--- config.mk ---
export PLATFORM = sky130hd
export DESIGN_NAME = if_stage
export DESIGN_NICKNAME = d
export VERILOG_FILES = /design/src/rtl/if_stage_pkg.sv /design/src/rtl/if_stage_if_id_reg.sv /design/src/rtl/if_stage.sv
export SDC_FILE = /design/constraint.sdc
export NUM_CORES = 1
export LEC_CHECK = 0
export ABC_CLOCK_PERIOD_IN_PS = 5100
export CAP_MARGIN = 20
export CORE_MARGIN = 10
export CORE_UTILIZATION = 35
export DETAILED_ROUTE_END_ITERATION = 6
export GPL_TIMING_DRIVEN = 0
export MAX_ROUTING_LAYER = met4
export PLACE_DENSITY = 0.67
export SKIP_LAST_GASP = 1
export SLEW_MARGIN = 20
export SYNTH_ARGS = -nofsm -noshare
export SYNTH_HDL_FRONTEND = slang
export SYNTH_SLANG_ARGS = --single-unit
--- constraint.sdc ---
create_clock -name clk -period 5.1 [get_ports clk]
set_input_delay 1.02 -clock clk [delete_from_list [all_inputs] [get_ports clk]]
set_output_delay 1.02 -clock clk [all_outputs]
set_load 0.1 [all_outputs]
--- src/rtl/if_stage_pkg.sv ---
// Shared constants and types for the instruction-fetch stage.
package if_stage_pkg;

  localparam logic [31:0] InitialPc   = 32'h0000_0000;
  localparam logic [31:0] ZeroWord    = 32'h0000_0000;
  localparam logic        RstEnable   = 1'b1;
  localparam logic        Stop        = 1'b1;
  localparam logic        NoStop      = 1'b0;
  localparam logic        Branch      = 1'b1;
  localparam logic        NotBranch   = 1'b0;
  localparam logic        ChipEnable  = 1'b1;
  localparam logic        ChipDisable = 1'b0;

  typedef enum logic {
    IF_ST_IDLE = 1'b0,
    IF_ST_RUN  = 1'b1
  } if_state_e;

  // Misaligned redirect targets are silently truncated to a word boundary.
  function automatic logic [31:0] word_align(input logic [31:0] addr);
    return {addr[31:2], 2'b00};
  endfunction

endpackage

--- src/rtl/if_stage_if_id_reg.sv ---
// IF/ID pipeline register: captures the fetched word, inserts bubbles, holds on ID stall.
module if_id_reg
  import if_stage_pkg::*;
(
  input  logic        clk,
  input  logic        rst,
  input  logic        flush_i,
  input  logic        stall_if,
  input  logic        stall_id,
  input  logic        ce_i,
  input  logic [31:0] pc_i,
  input  logic [31:0] inst_i,
  output logic [31:0] id_pc_o,
  output logic [31:0] id_inst_o,
  output logic        id_valid_o,
  output logic [31:0] fetch_count_o
);

  logic [31:0] id_pc_p1;
  logic [31:0] id_inst_p1;
  logic        vld_p1;
  logic [31:0] cnt_p1;

  // stall_id alone is treated as a full stall, so it always means hold.
  always_ff @(posedge clk) begin
    if (rst == RstEnable) begin
      id_pc_p1   <= ZeroWord;
      id_inst_p1 <= ZeroWord;
      vld_p1     <= 1'b0;
      cnt_p1     <= ZeroWord;
    end else if (flush_i) begin
      id_pc_p1   <= ZeroWord;
      id_inst_p1 <= ZeroWord;
      vld_p1     <= 1'b0;
    end else if (stall_id == Stop) begin
      id_pc_p1   <= id_pc_p1;
      id_inst_p1 <= id_inst_p1;
      vld_p1     <= vld_p1;
    end else if (stall_if == Stop || ce_i == ChipDisable) begin
      id_pc_p1   <= ZeroWord;
      id_inst_p1 <= ZeroWord;
      vld_p1     <= 1'b0;
    end else begin
      id_pc_p1   <= pc_i;
      id_inst_p1 <= inst_i;
      vld_p1     <= 1'b1;
      cnt_p1     <= cnt_p1 + 32'd1;
    end
  end

  assign id_pc_o       = id_pc_p1;
  assign id_inst_o     = id_inst_p1;
  assign id_valid_o    = vld_p1;
  assign fetch_count_o = cnt_p1;

endmodule

--- src/rtl/if_stage.sv ---
// Instruction-fetch stage: PC register with IDLE/RUN control, feeding the IF/ID register.
module if_stage
  import if_stage_pkg::*;
#(
  parameter logic [31:0] PC_RESET = InitialPc,
  parameter logic [31:0] PC_STEP  = 32'd4
) (
  input  logic        clk,
  input  logic        rst,
  input  logic        stall_if,
  input  logic        stall_id,
  input  logic        branch_flag_i,
  input  logic [31:0] branch_target_address_i,
  input  logic        flush_i,
  input  logic [31:0] new_pc_i,
  output logic        rom_ce_o,
  output logic [31:0] rom_addr_o,
  input  logic [31:0] rom_data_i,
  output logic [31:0] id_pc_o,
  output logic [31:0] id_inst_o,
  output logic        id_valid_o,
  output logic [31:0] fetch_count_o
);

  if_state_e   state_q;
  if_state_e   state_d;
  logic [31:0] pc_p0;
  logic [31:0] pc_d;
  logic        ce;

  always_ff @(posedge clk) begin
    if (rst == RstEnable) begin
      state_q <= IF_ST_IDLE;
      pc_p0   <= PC_RESET;
    end else begin
      state_q <= state_d;
      pc_p0   <= pc_d;
    end
  end

  // Flush beats stall beats branch; a branch seen during a stall is dropped.
  always_comb begin
    state_d = state_q;
    pc_d    = pc_p0;
    ce      = ChipDisable;
    case (state_q)
      IF_ST_IDLE: begin
        state_d = IF_ST_RUN;
        pc_d    = PC_RESET;
      end
      IF_ST_RUN: begin
        ce = ChipEnable;
        if (flush_i)
          pc_d = word_align(new_pc_i);
        else if (stall_if == Stop || stall_id == Stop)
          pc_d = pc_p0;
        else if (branch_flag_i == Branch)
          pc_d = word_align(branch_target_address_i);
        else
          pc_d = pc_p0 + PC_STEP;
      end
    endcase
  end

  assign rom_ce_o   = ce;
  assign rom_addr_o = pc_p0;

  // ---- IF -> ID boundary ----
  if_id_reg u_if_id_reg (
    .clk          (clk),
    .rst          (rst),
    .flush_i      (flush_i),
    .stall_if     (stall_if),
    .stall_id     (stall_id),
    .ce_i         (ce),
    .pc_i         (pc_p0),
    .inst_i       (rom_data_i),
    .id_pc_o      (id_pc_o),
    .id_inst_o    (id_inst_o),
    .id_valid_o   (id_valid_o),
    .fetch_count_o(fetch_count_o)
  );

endmodule

# Word-level counts from Yosys, hierarchy flattened

Cells that the tools add are included.
Widths: inputs -> output; s select.

Register bits: 130
Latch bits: 0
RAM bits: 0
Memory bits (read-only): 0
Bits of input ports: 102
Output and inout port bits: 130
Logic and storage cells: 27
Memories: 0

Add/subtract/negate cells: 2
$mul: 0
Divide/modulo/power cells: 0
Magnitude comparators: 0
Equality and inequality tests: 1
Shift-type cells: 0
Mux-type cells: 9
Bitwise gates (word level): 5
Reduce and logical (&&, ||, !) cells: 4

Operators by type and width:

| operator              | count |
|---|---|
| $mux 32               | 5 |
| $pmux 32 s2           | 1 |
| $add 32x1->32 const B | 1 |
| $add 32x3->32 const B | 1 |
| $not 1->1             | 5 |
| $mux 1                | 3 |
| $ne 3x3->1 const B    | 1 |
| $reduce_and 3->1      | 1 |
| $logic_or 1x1->1      | 2 |
| $reduce_or 2->1       | 1 |

# Longest topological paths before layout

Gate-level depths: netlist of the first run.

Word-level depth: 5
Depth in mapped cells: 8
Depth with buffers taken out: 6

# Cells and area by module

A second synthesis of the first run with hierarchy kept.

Cell total of the unflattened synthesis: 716
Area, all modules: 6068.3 µm²

Modules (own cells, without submodules):

| module    | times used | cells an instance | area an instance (µm²) | seq. area each (µm²) |
|---|---|---|---|---|
| if_id_reg | 1          | 407               | 3728.6                 | 1941.9 |
| if_stage  | 1          | 309               | 2339.7                 | 620.6 |

# Worst setup path before layout of the first run

Ideal clock, no wire load.

Path type: register -> register
Start: register pc_p0[11] (netlist: rom_addr_o[11])
End: register pc_p0[25] (netlist: rom_addr_o[25])
Setup time: 0.065 ns
Arrival time: 2.819 ns
Data required time: 5.035 ns
Slack: 2.216 ns
Stages on the path, launching flop included: 6
Path buffers: 0
Clock period less this slack: 2.884 ns
Path through: dfxtp_1 -> nand4_1 -> or4_4 -> or4_4 -> or3_1 -> nand3_1

Cells in the longest elaborated chain, start to end: 5

RTL lines:

| element                | line           | RTL |
|---|---|---|
| from (decl)            | if_stage.sv:27 | `logic [31:0] pc_p0;` |
| from (signal assigned) | if_stage.sv:37 | `pc_p0 <= pc_d;` |
| $add 32x3->32          | if_stage.sv:60 | `pc_d = pc_p0 + PC_STEP;` |
| $mux 32                | if_stage.sv:57 | `else if (branch_flag_i == Branch)` |
| $mux 32                | if_stage.sv:55 | `else if (stall_if == Stop \|\| stall_id == Stop)` |
| $mux 32                | if_stage.sv:53 | `if (flush_i)` |
| $pmux 32 s2            | if_stage.sv:46 | `case (state_q)` |

No other way between the ends. The select of a mux whose other input is x is not followed.
A chain may end at the register's enable or synchronous reset.

# Worst setup path after layout of the first run

Start: input flush_i
End: register u_if_id_reg.id_pc_p1[16] (netlist: u_if_id_reg.id_pc_o[16])

Cells in the longest elaborated chain, start to end: 1

RTL lines:

| element                          | line                     | RTL |
|---|---|---|
| from (decl)                      | if_stage.sv:14           | `input logic flush_i,` |
| $reduce_or 2->1 (no source line) | n/a                      |  |
| to (signal assigned)             | if_stage_if_id_reg.sv:27 | `id_pc_p1 <= ZeroWord;` |
| to (signal assigned)             | if_stage_if_id_reg.sv:32 | `id_pc_p1 <= ZeroWord;` |
| to (signal assigned)             | if_stage_if_id_reg.sv:36 | `id_pc_p1 <= id_pc_p1;` |
| to (decl)                        | if_stage_if_id_reg.sv:19 | `logic [31:0] id_pc_p1;` |

No other way between the ends.

==> metrics.txt, run 1 <==
# TYPE chip_impl_metric gauge
chip_impl_metric{name="ys.warnings.count",unit=""} 0
chip_impl_info{name="root_buffer",value="sky130_fd_sc_hd__clkbuf_16"} 1
chip_impl_metric{name="synth-async-reset-ratio",unit=""} 0
chip_impl_metric{name="worstSkewPairLatency",unit="ns"} 0.41
chip_impl_metric{name="timing.max_slew.rel_slack",unit=""} 0.264
chip_impl_metric{name="post-place-cells",unit=""} 1130
chip_impl_metric{name="grtUsageTotal",unit=""} 0.208
chip_impl_metric{name="max_freq",unit="MHz"} 289
chip_impl_info{name="setup.worst_path.end",value="u_if_id_reg.id_pc_o[16]$_SDFFE_PP0N_"} 1
chip_impl_metric{name="ys_seq_elements",unit=""} 126
chip_impl_info{name="criticalPathCategory",value="primary input to register"} 1
chip_impl_info{name="status",value="finished, final reports clean"} 1
chip_impl_metric{name="route.detailed.wl_per_inst",unit="µm"} 19.6
chip_impl_metric{name="antenna_found_initial",unit=""} 1
chip_impl_metric{name="worst-slew-pin-transition",unit="ns"} 1.10
chip_impl_metric{name="finalCritPeriodShare",unit=""} 0.677
chip_impl_metric{name="clock_tree.buffer_depth",unit=""} 2
chip_impl_metric{name="final_hold_violation_count",unit=""} 0
chip_impl_metric{name="worst_ep_arrival_time",unit="ns"} 3.73
chip_impl_metric{name="final_nets",unit=""} 1037
chip_impl_metric{name="post-dp-hpwl",unit="mm"} 17.4
chip_impl_metric{name="synth-edff-count",unit=""} 0
chip_impl_metric{name="totalNegativeSetupSlack",unit="ns"} 0
chip_impl_metric{name="max-vdd-ir-drop",unit="mV"} 0.237
chip_impl_metric{name="syn_to_final_growth",unit="%"} 54.6
chip_impl_info{name="cts_tree",value="done"} 1
chip_impl_info{name="mostFrequentLayoutCells",value="sky130_fd_sc_hd__clkdlybuf4s50_1 (222), sky130_fd_sc_hd__dfxtp_1 (126), sky130_fd_sc_hd__nor2_1 (111)"} 1
chip_impl_metric{name="rows",unit=""} 46
chip_impl_metric{name="grt_first_pass_wirelength",unit="mm"} 35.4
chip_impl_metric{name="leakagePower",unit="µW"} 0.00308
chip_impl_metric{name="r2r_cells",unit=""} 7
chip_impl_metric{name="critical_path_required",unit="ns"} 5.38
chip_impl_metric{name="drv_slew",unit=""} 0
chip_impl_metric{name="clk_pin_slew_worst_paths",unit="ns"} 0.06
chip_impl_metric{name="period_minus_slack",unit="ns"} 3.45
chip_impl_info{name="layout_commonest_cell",value="sky130_fd_sc_hd__clkdlybuf4s50_1"} 1
chip_impl_metric{name="drtPass1Iterations",unit=""} 5
chip_impl_metric{name="fillCellCount",unit=""} 1548
chip_impl_metric{name="synthesis.instances",unit=""} 689
chip_impl_metric{name="holdBufCountCts",unit=""} 0
chip_impl_metric{name="grt_start_max_net_pins",unit=""} 17
chip_impl_metric{name="finalSetupViolCount",unit=""} 0
chip_impl_metric{name="synth.lib_cells_used.distinct",unit=""} 61
chip_impl_metric{name="via_count",unit=""} 6295
chip_impl_metric{name="drive_above_1_share",unit=""} 0.0518
chip_impl_metric{name="clkSinkCount",unit=""} 126
chip_impl_metric{name="numPortBuffers",unit=""} 222
chip_impl_metric{name="die_height",unit="µm"} 148
chip_impl_info{name="setup.worst_path.start",value="flush_i"} 1
chip_impl_metric{name="die_x",unit="µm"} 148
chip_impl_metric{name="drv_cap",unit=""} 0
chip_impl_metric{name="skew",unit="ns"} 0.00694
chip_impl_metric{name="finalNonFillerCells",unit=""} 1163
chip_impl_info{name="endpoint_kind",value="register"} 1
chip_impl_info{name="critical_path_start_type",value="primary input"} 1
chip_impl_metric{name="drt.antenna.violating_nets",unit=""} 0
chip_impl_info{name="hold_path.class",value="register to register"} 1
chip_impl_info{name="reg2reg_to",value="u_if_id_reg.fetch_count_o[24]$_SDFFE_PP0P_"} 1
chip_impl_metric{name="post-route-drc-count",unit=""} 0
chip_impl_metric{name="floorplan.core_area",unit="µm²"} 16000
chip_impl_info{name="r2r-start",value="state_q$_DFF_P_"} 1
chip_impl_metric{name="initial_core_util",unit=""} 0.361
chip_impl_metric{name="post_cts.resized_instances",unit=""} 0
chip_impl_metric{name="yosysSeqAreaShare",unit=""} 0.437
chip_impl_metric{name="grt_overflow_total",unit=""} 0
chip_impl_metric{name="synth_area_per_inst",unit="µm²"} 8.38
chip_impl_info{name="postSynth.topFlopCell",value="sky130_fd_sc_hd__dfxtp_1"} 1
chip_impl_metric{name="first_global_vias",unit=""} 6189
chip_impl_metric{name="syn-cell-area",unit="µm²"} 5770
chip_impl_metric{name="detail_route.vias_per_cell",unit=""} 5.41
chip_impl_metric{name="cts.htree.levels",unit=""} 4
chip_impl_metric{name="worst-path-max-fanout",unit=""} 10
chip_impl_metric{name="layout.area.seq",unit="µm²"} 2520
chip_impl_metric{name="gp_congestion",unit=""} 0.942
chip_impl_info{name="grt_setup_unrepaired",value="false"} 1
chip_impl_metric{name="die_area",unit="µm²"} 22000
chip_impl_metric{name="postRouteWirelength",unit="mm"} 22.8
chip_impl_metric{name="worst_reg_to_reg_setup_slack",unit="ns"} 2.68
chip_impl_metric{name="post_cts.repair.setup_buffers",unit=""} 0
chip_impl_metric{name="power_per_cell_area",unit="nW/µm²"} 305
chip_impl_metric{name="cts_inserted_buffers",unit=""} 17
chip_impl_metric{name="drt_first_iter_violations",unit=""} 419
chip_impl_metric{name="multiInputGateArea",unit="µm²"} 3000
chip_impl_metric{name="pin_count",unit=""} 232
[cells by family after synthesis]
family,synth area share
buf+inv,0.0451
mux,0.00889
fa+ha+maj,0.00433
xor+xnor,0.0410
other cells,0.000650
compound gates,0.234
simple gates,0.229
flops,0.437
[cells in the mapped netlist (all sizes together) (7+ instances only)]
library cell	number	area, µm²
inv	13	48.8
xor2	19	166
dfxtp	126	2520
o21ai	36	180
and2	9	56.3
nor2	111	417
buf	7	42.5
nand4	22	153
nand2	33	124
a21oi	32	160
xnor2	8	70.1
nand3	23	115
or3	16	103
and4	7	61.3
and3	17	108
o22ai	9	56.3
o2bb2ai	8	70.1
nor3	8	40.0
a22oi	63	473
clkbuf	45	169
[report_power, final]
group	leakage (µW)	switching, µW	internal [µW]
sequential	0.00102	25.9	1000
clock	0.000314	448	871
combinational	0.00174	242	133
[metal layers]
metal	vias up	global-route usage	wire length (µm)	part of all wire
li1	3014	-	-	-
met1	2987	0.252	10200	0.45
met2	274	0.321	10500	0.46
met3	20	0.0725	1860	0.081
met4	0	0.0550	252	0.011
met5	-	-	0	0
[worst min path at each step]
| stage | start | to | cells past startpoint |
|---|---|---|---|
| after floorplan | rom_addr_o[24]$_SDFFE_PP0P_ | rom_addr_o[24]$_SDFFE_PP0P_ | 2 |
| after global placement | u_if_id_reg.fetch_count_o[31]$_SDFFE_PP0P_ | u_if_id_reg.fetch_count_o[31]$_SDFFE_PP0P_ | 2 |
| after detailed placement | u_if_id_reg.fetch_count_o[31]$_SDFFE_PP0P_ | u_if_id_reg.fetch_count_o[31]$_SDFFE_PP0P_ | 2 |
| after CTS | u_if_id_reg.fetch_count_o[31]$_SDFFE_PP0P_ | u_if_id_reg.fetch_count_o[31]$_SDFFE_PP0P_ | 2 |
| after global routing | u_if_id_reg.fetch_count_o[31]$_SDFFE_PP0P_ | u_if_id_reg.fetch_count_o[31]$_SDFFE_PP0P_ | 2 |
| final | u_if_id_reg.fetch_count_o[31]$_SDFFE_PP0P_ | u_if_id_reg.fetch_count_o[31]$_SDFFE_PP0P_ | 2 |
[registers in the layout (all words and copies together) (netlist names)]
| name | flops |
|---|---|
| state_q | 1 |
| u_if_id_reg.id_valid_o | 1 |
| u_if_id_reg.id_inst_o | 32 |
| rom_addr_o | 30 |
| u_if_id_reg.fetch_count_o | 32 |
| u_if_id_reg.id_pc_o | 30 |
[through the flow]
step | util | hold slack [ns] | total power, µW | setup slack, ns | area (µm²)
global placement | 0.517 | 0.469 | 1420 | 1.25 | 8280
CTS | 0.557 | 0.491 | 2740 | 1.69 | 8920
floorplan | - | 0.914 | 1260 | 2.22 | 5780
finish | 0.558 | 0.488 | 2720 | 1.65 | 8920
detailed placement | 0.517 | 0.482 | 1420 | 1.25 | 8280
global route | 0.558 | 0.516 | 2820 | 1.49 | 8920
[worst max-delay path, stage by stage]
cell	delay (ns)
sky130_fd_sc_hd__clkdlybuf4s50_1	0.62
sky130_fd_sc_hd__clkbuf_1	0.40
sky130_fd_sc_hd__inv_1	0.27
sky130_fd_sc_hd__clkbuf_1	0.40
sky130_fd_sc_hd__nand2_1	0.40
sky130_fd_sc_hd__clkbuf_1	0.50
sky130_fd_sc_hd__nor2_1	0.11
[area by class of cell]
cell class,count,share of cell area
antenna,1,0.000280
buffer,52,0.0237
clock buffer,23,0.0547
clock inverter,9,0.0174
inverter,13,0.00547
multi-input combinational,501,0.336
sequential,126,0.283
tap,216,0.0303
timing repair buffer,222,0.249
No activity file was read; power rests on OpenSTA's default activity.
==> inputs of run 2 (changes only) <==
Settings changed: ABC_CLOCK_PERIOD_IN_PS 5100 to 3300.
Clock period 5.1 ns to 3.3 ns, I/O delays scaled along.
==> results of run 2 <==
Same layout as run 1 (identical final DEF). Status: finished, final reports clean.
Among the figures that moved: setup slack after placement 1.25 ns -> -0.187 ns; setup slack after layout 1.65 ns -> 0.205 ns; register-to-register setup slack 2.68 ns -> 0.88 ns; total power 2720 µW -> 4210 µW; worst IR drop on VDD 0.237 mV -> 0.367 mV
==> inputs of run 3 (changes only) <==
Settings changed: CORE_MARGIN 10 to unset, CORE_UTILIZATION 35 to 30, PLACE_DENSITY 0.67 to unset, PLACE_DENSITY_LB_ADDON set to 0.15.
==> run 3 against run 2 <==
Compared with the run above: core utilization fell by 8.1 points; critical path depth rose by 2; final cell count up 1.5%; maximum frequency is 0.49% higher; flip-flop and latch count is the same; die area is 10% lower; global-route usage rose by 1.6 points; sequential power about the same; clock skew about the same; register-to-register slack about the same; highest routed layer unchanged.
==> metrics.txt, run 3 (same netlist as run 1, synthesis figures left out) <==
# TYPE chip_impl_metric gauge
chip_impl_info{name="root_buffer",value="sky130_fd_sc_hd__clkbuf_16"} 1
chip_impl_metric{name="sequentialPowerShare",unit=""} 0.375
chip_impl_metric{name="final_critical_path_setup_slack",unit="ns"} 0.220
chip_impl_metric{name="power_dissipated_by_switching_net_loads",unit="µW"} 1150
chip_impl_info{name="mostFrequentLayoutCells",value="sky130_fd_sc_hd__clkdlybuf4s50_1 (222), sky130_fd_sc_hd__dfxtp_1 (126), sky130_fd_sc_hd__nor2_1 (111)"} 1
chip_impl_metric{name="drt.antenna.violating_nets",unit=""} 0
chip_impl_metric{name="final_nets",unit=""} 1037
chip_impl_metric{name="clock_tree.buffer_depth",unit=""} 2
chip_impl_metric{name="die_x",unit="µm"} 141
chip_impl_metric{name="syn_to_final_growth",unit="%"} 55.0
chip_impl_metric{name="placed_cell_area",unit="µm²"} 8300
chip_impl_metric{name="fillCellCount",unit=""} 1889
chip_impl_metric{name="power_per_cell_area",unit="nW/µm²"} 473
chip_impl_metric{name="worst_reg_to_reg_setup_slack",unit="ns"} 0.87
chip_impl_metric{name="timing.max_slew.rel_slack",unit=""} 0.291
chip_impl_metric{name="finalSetupViolCount",unit=""} 0
chip_impl_metric{name="power.combinational.fraction",unit=""} 0.137
chip_impl_metric{name="post-dp-hpwl",unit="mm"} 15.7
chip_impl_metric{name="worst_ep_arrival_time",unit="ns"} 3.44
chip_impl_metric{name="die_area",unit="µm²"} 19800
chip_impl_metric{name="post-route-drc-count",unit=""} 0
chip_impl_info{name="critical_path_start_type",value="primary input"} 1
chip_impl_metric{name="max-vdd-ir-drop",unit="mV"} 0.328
chip_impl_metric{name="netSwitchingFraction",unit=""} 0.272
chip_impl_metric{name="gp_congestion",unit=""} 0.898
chip_impl_metric{name="post-place-cells",unit=""} 1148
chip_impl_metric{name="skew",unit="ns"} 0.00736
chip_impl_info{name="status",value="finished, final reports clean"} 1
chip_impl_metric{name="route.detailed.wl_per_inst",unit="µm"} 18.2
chip_impl_metric{name="preCtsSetupSlack",unit="ns"} -0.174
chip_impl_metric{name="pin_count",unit=""} 232
chip_impl_info{name="hold_path_startpoint",value="u_if_id_reg.fetch_count_o[31]$_SDFFE_PP0P_"} 1
chip_impl_info{name="layout_commonest_cell",value="sky130_fd_sc_hd__clkdlybuf4s50_1"} 1
chip_impl_metric{name="period_minus_slack",unit="ns"} 3.08
chip_impl_metric{name="grt_start_max_net_pins",unit=""} 17
chip_impl_metric{name="max_freq",unit="MHz"} 325
chip_impl_info{name="reg2reg_to",value="u_if_id_reg.fetch_count_o[21]$_SDFFE_PP0P_"} 1
chip_impl_info{name="r2r-start",value="state_q$_DFF_P_"} 1
chip_impl_metric{name="finalCritPeriodShare",unit=""} 0.933
chip_impl_metric{name="numPortBuffers",unit=""} 222
chip_impl_metric{name="critical_path_required",unit="ns"} 3.66
chip_impl_metric{name="post_cts.repair.setup_buffers",unit=""} 0
chip_impl_metric{name="clk_pin_slew_worst_paths",unit="ns"} 0.06
chip_impl_metric{name="worstHoldPathCells",unit=""} 2
chip_impl_metric{name="antenna_cells",unit=""} 0
chip_impl_metric{name="cts_inserted_buffers",unit=""} 17
chip_impl_metric{name="power",unit="µW"} 4240
chip_impl_metric{name="grtUsageTotal",unit=""} 0.223
chip_impl_metric{name="drive_above_1_share",unit=""} 0.0550
chip_impl_info{name="cts_tree",value="done"} 1
chip_impl_metric{name="drtPass1Iterations",unit=""} 5
chip_impl_metric{name="grt_first_pass_wirelength",unit="mm"} 33.1
chip_impl_metric{name="floorplan.core_area",unit="µm²"} 18800
chip_impl_metric{name="final_hold_violation_count",unit=""} 0
chip_impl_metric{name="detail_route.vias_per_cell",unit=""} 5.29
chip_impl_metric{name="leakagePower",unit="µW"} 0.00307
chip_impl_metric{name="finalNonFillerCells",unit=""} 1180
chip_impl_metric{name="drv_slew",unit=""} 0
chip_impl_metric{name="first_global_vias",unit=""} 5926
chip_impl_metric{name="worst-slew-pin-transition",unit="ns"} 1.06
chip_impl_info{name="hold_path.class",value="register to register"} 1
chip_impl_metric{name="rows",unit=""} 50
chip_impl_metric{name="postRouteWirelength",unit="mm"} 21.5
chip_impl_info{name="holdPathEnd",value="u_if_id_reg.fetch_count_o[31]$_SDFFE_PP0P_"} 1
chip_impl_metric{name="worstSkewPairLatency",unit="ns"} 0.42
chip_impl_metric{name="r2r_cells",unit=""} 6
chip_impl_metric{name="share_clk_of_total_power",unit=""} 0.488
chip_impl_metric{name="design_area",unit="µm²"} 8950
chip_impl_info{name="criticalPathCategory",value="primary input to register"} 1
chip_impl_info{name="grt_setup_unrepaired",value="false"} 1
chip_impl_metric{name="antenna_found_initial",unit=""} 0
chip_impl_metric{name="worst_hold_margin",unit="ns"} 0.489
chip_impl_metric{name="initial_core_util",unit=""} 0.308
chip_impl_metric{name="via_count",unit=""} 6247
chip_impl_metric{name="drt_first_iter_violations",unit=""} 397
chip_impl_metric{name="drv_cap",unit=""} 0
chip_impl_metric{name="grt_overflow_total",unit=""} 0
chip_impl_info{name="endpoint_kind",value="register"} 1
chip_impl_metric{name="cts.htree.levels",unit=""} 4
chip_impl_metric{name="worst-path-max-fanout",unit=""} 10
chip_impl_metric{name="die_height",unit="µm"} 141
chip_impl_metric{name="cell_internal_pwr",unit="µW"} 3080
chip_impl_metric{name="clkSinkCount",unit=""} 126
==> run 3: metrics by stage <==
step	TNS (ns)	util
4_1_cts	0	0.477
3_5_place_dp	-5.39	0.442
6_report	0	0.477
2_1_floorplan	0	-
5_1_grt	0	0.477
3_3_place_gp	-6.78	0.442
==> run 3: critical path: stages <==
cell	delay, ns
sky130_fd_sc_hd__clkdlybuf4s50_1	0.55
sky130_fd_sc_hd__clkbuf_1	0.32
sky130_fd_sc_hd__inv_1	0.30
sky130_fd_sc_hd__clkbuf_1	0.50
sky130_fd_sc_hd__clkbuf_1	0.48
sky130_fd_sc_hd__nand4_1	0.24
sky130_fd_sc_hd__a21oi_1	0.18
sky130_fd_sc_hd__o21ai_0	0.11
sky130_fd_sc_hd__nand2_1	0.08
==> run 3: cell type report <==
class / instances / area (µm²) / area share
multi-input combinational: 501 / 3000 / 0.335
sequential: 126 / 2520 / 0.282
timing repair buffer: 222 / 2220 / 0.248
clock buffer: 20 / 467 / 0.0521
tap: 234 / 293 / 0.0327
buffer: 52 / 213 / 0.0238
clock inverter: 12 / 183 / 0.0204
inverter: 13 / 48.8 / 0.00545
==> run 3: routing by layer <==
metal,vias up,GRT usage,wire (µm)
met5,-,-,0
li1,3013,-,-
met2,298,0.344,9670
met1,2898,0.289,9890
met3,38,0.0445,1480
met4,0,0.0812,445
==> run 3: power groups by stage <==
stage               Clock [µW]  Combinational, µW  Sequential (µW)
floorplan                    0                173             1780
global placement             0                578             1620
detailed placement           0                577             1620
CTS                       2100                580             1590
global route              2180                612             1590
finish                    2070                581             1590
==> run 3: how the worst max path moves through the flow <==
stage                                start                                    to  slack (ns)  depth (start not counted)
2_1_floorplan  rom_addr_o[11]$_SDFFE_PP0P_           rom_addr_o[25]$_SDFFE_PP0P_        0.42                          5
3_5_place_dp                       flush_i  u_if_id_reg.id_pc_o[19]$_SDFFE_PP0N_       -0.17                          7
3_3_place_gp                       flush_i  u_if_id_reg.id_pc_o[22]$_SDFFE_PP0N_       -0.24                          7
4_1_cts                            flush_i  u_if_id_reg.id_pc_o[17]$_SDFFE_PP0N_        0.21                          7
6_report                           flush_i            rom_addr_o[7]$_SDFFE_PP0P_        0.22                          9
5_1_grt                            flush_i            rom_addr_o[7]$_SDFFE_PP0P_        0.03                          9
==> run 3: repair_timing <==
item / in CTS / in global routing
resized for setup: 0 / 3
setup endpoints to repair: 0 / 8
hold buffers: 0 / 0
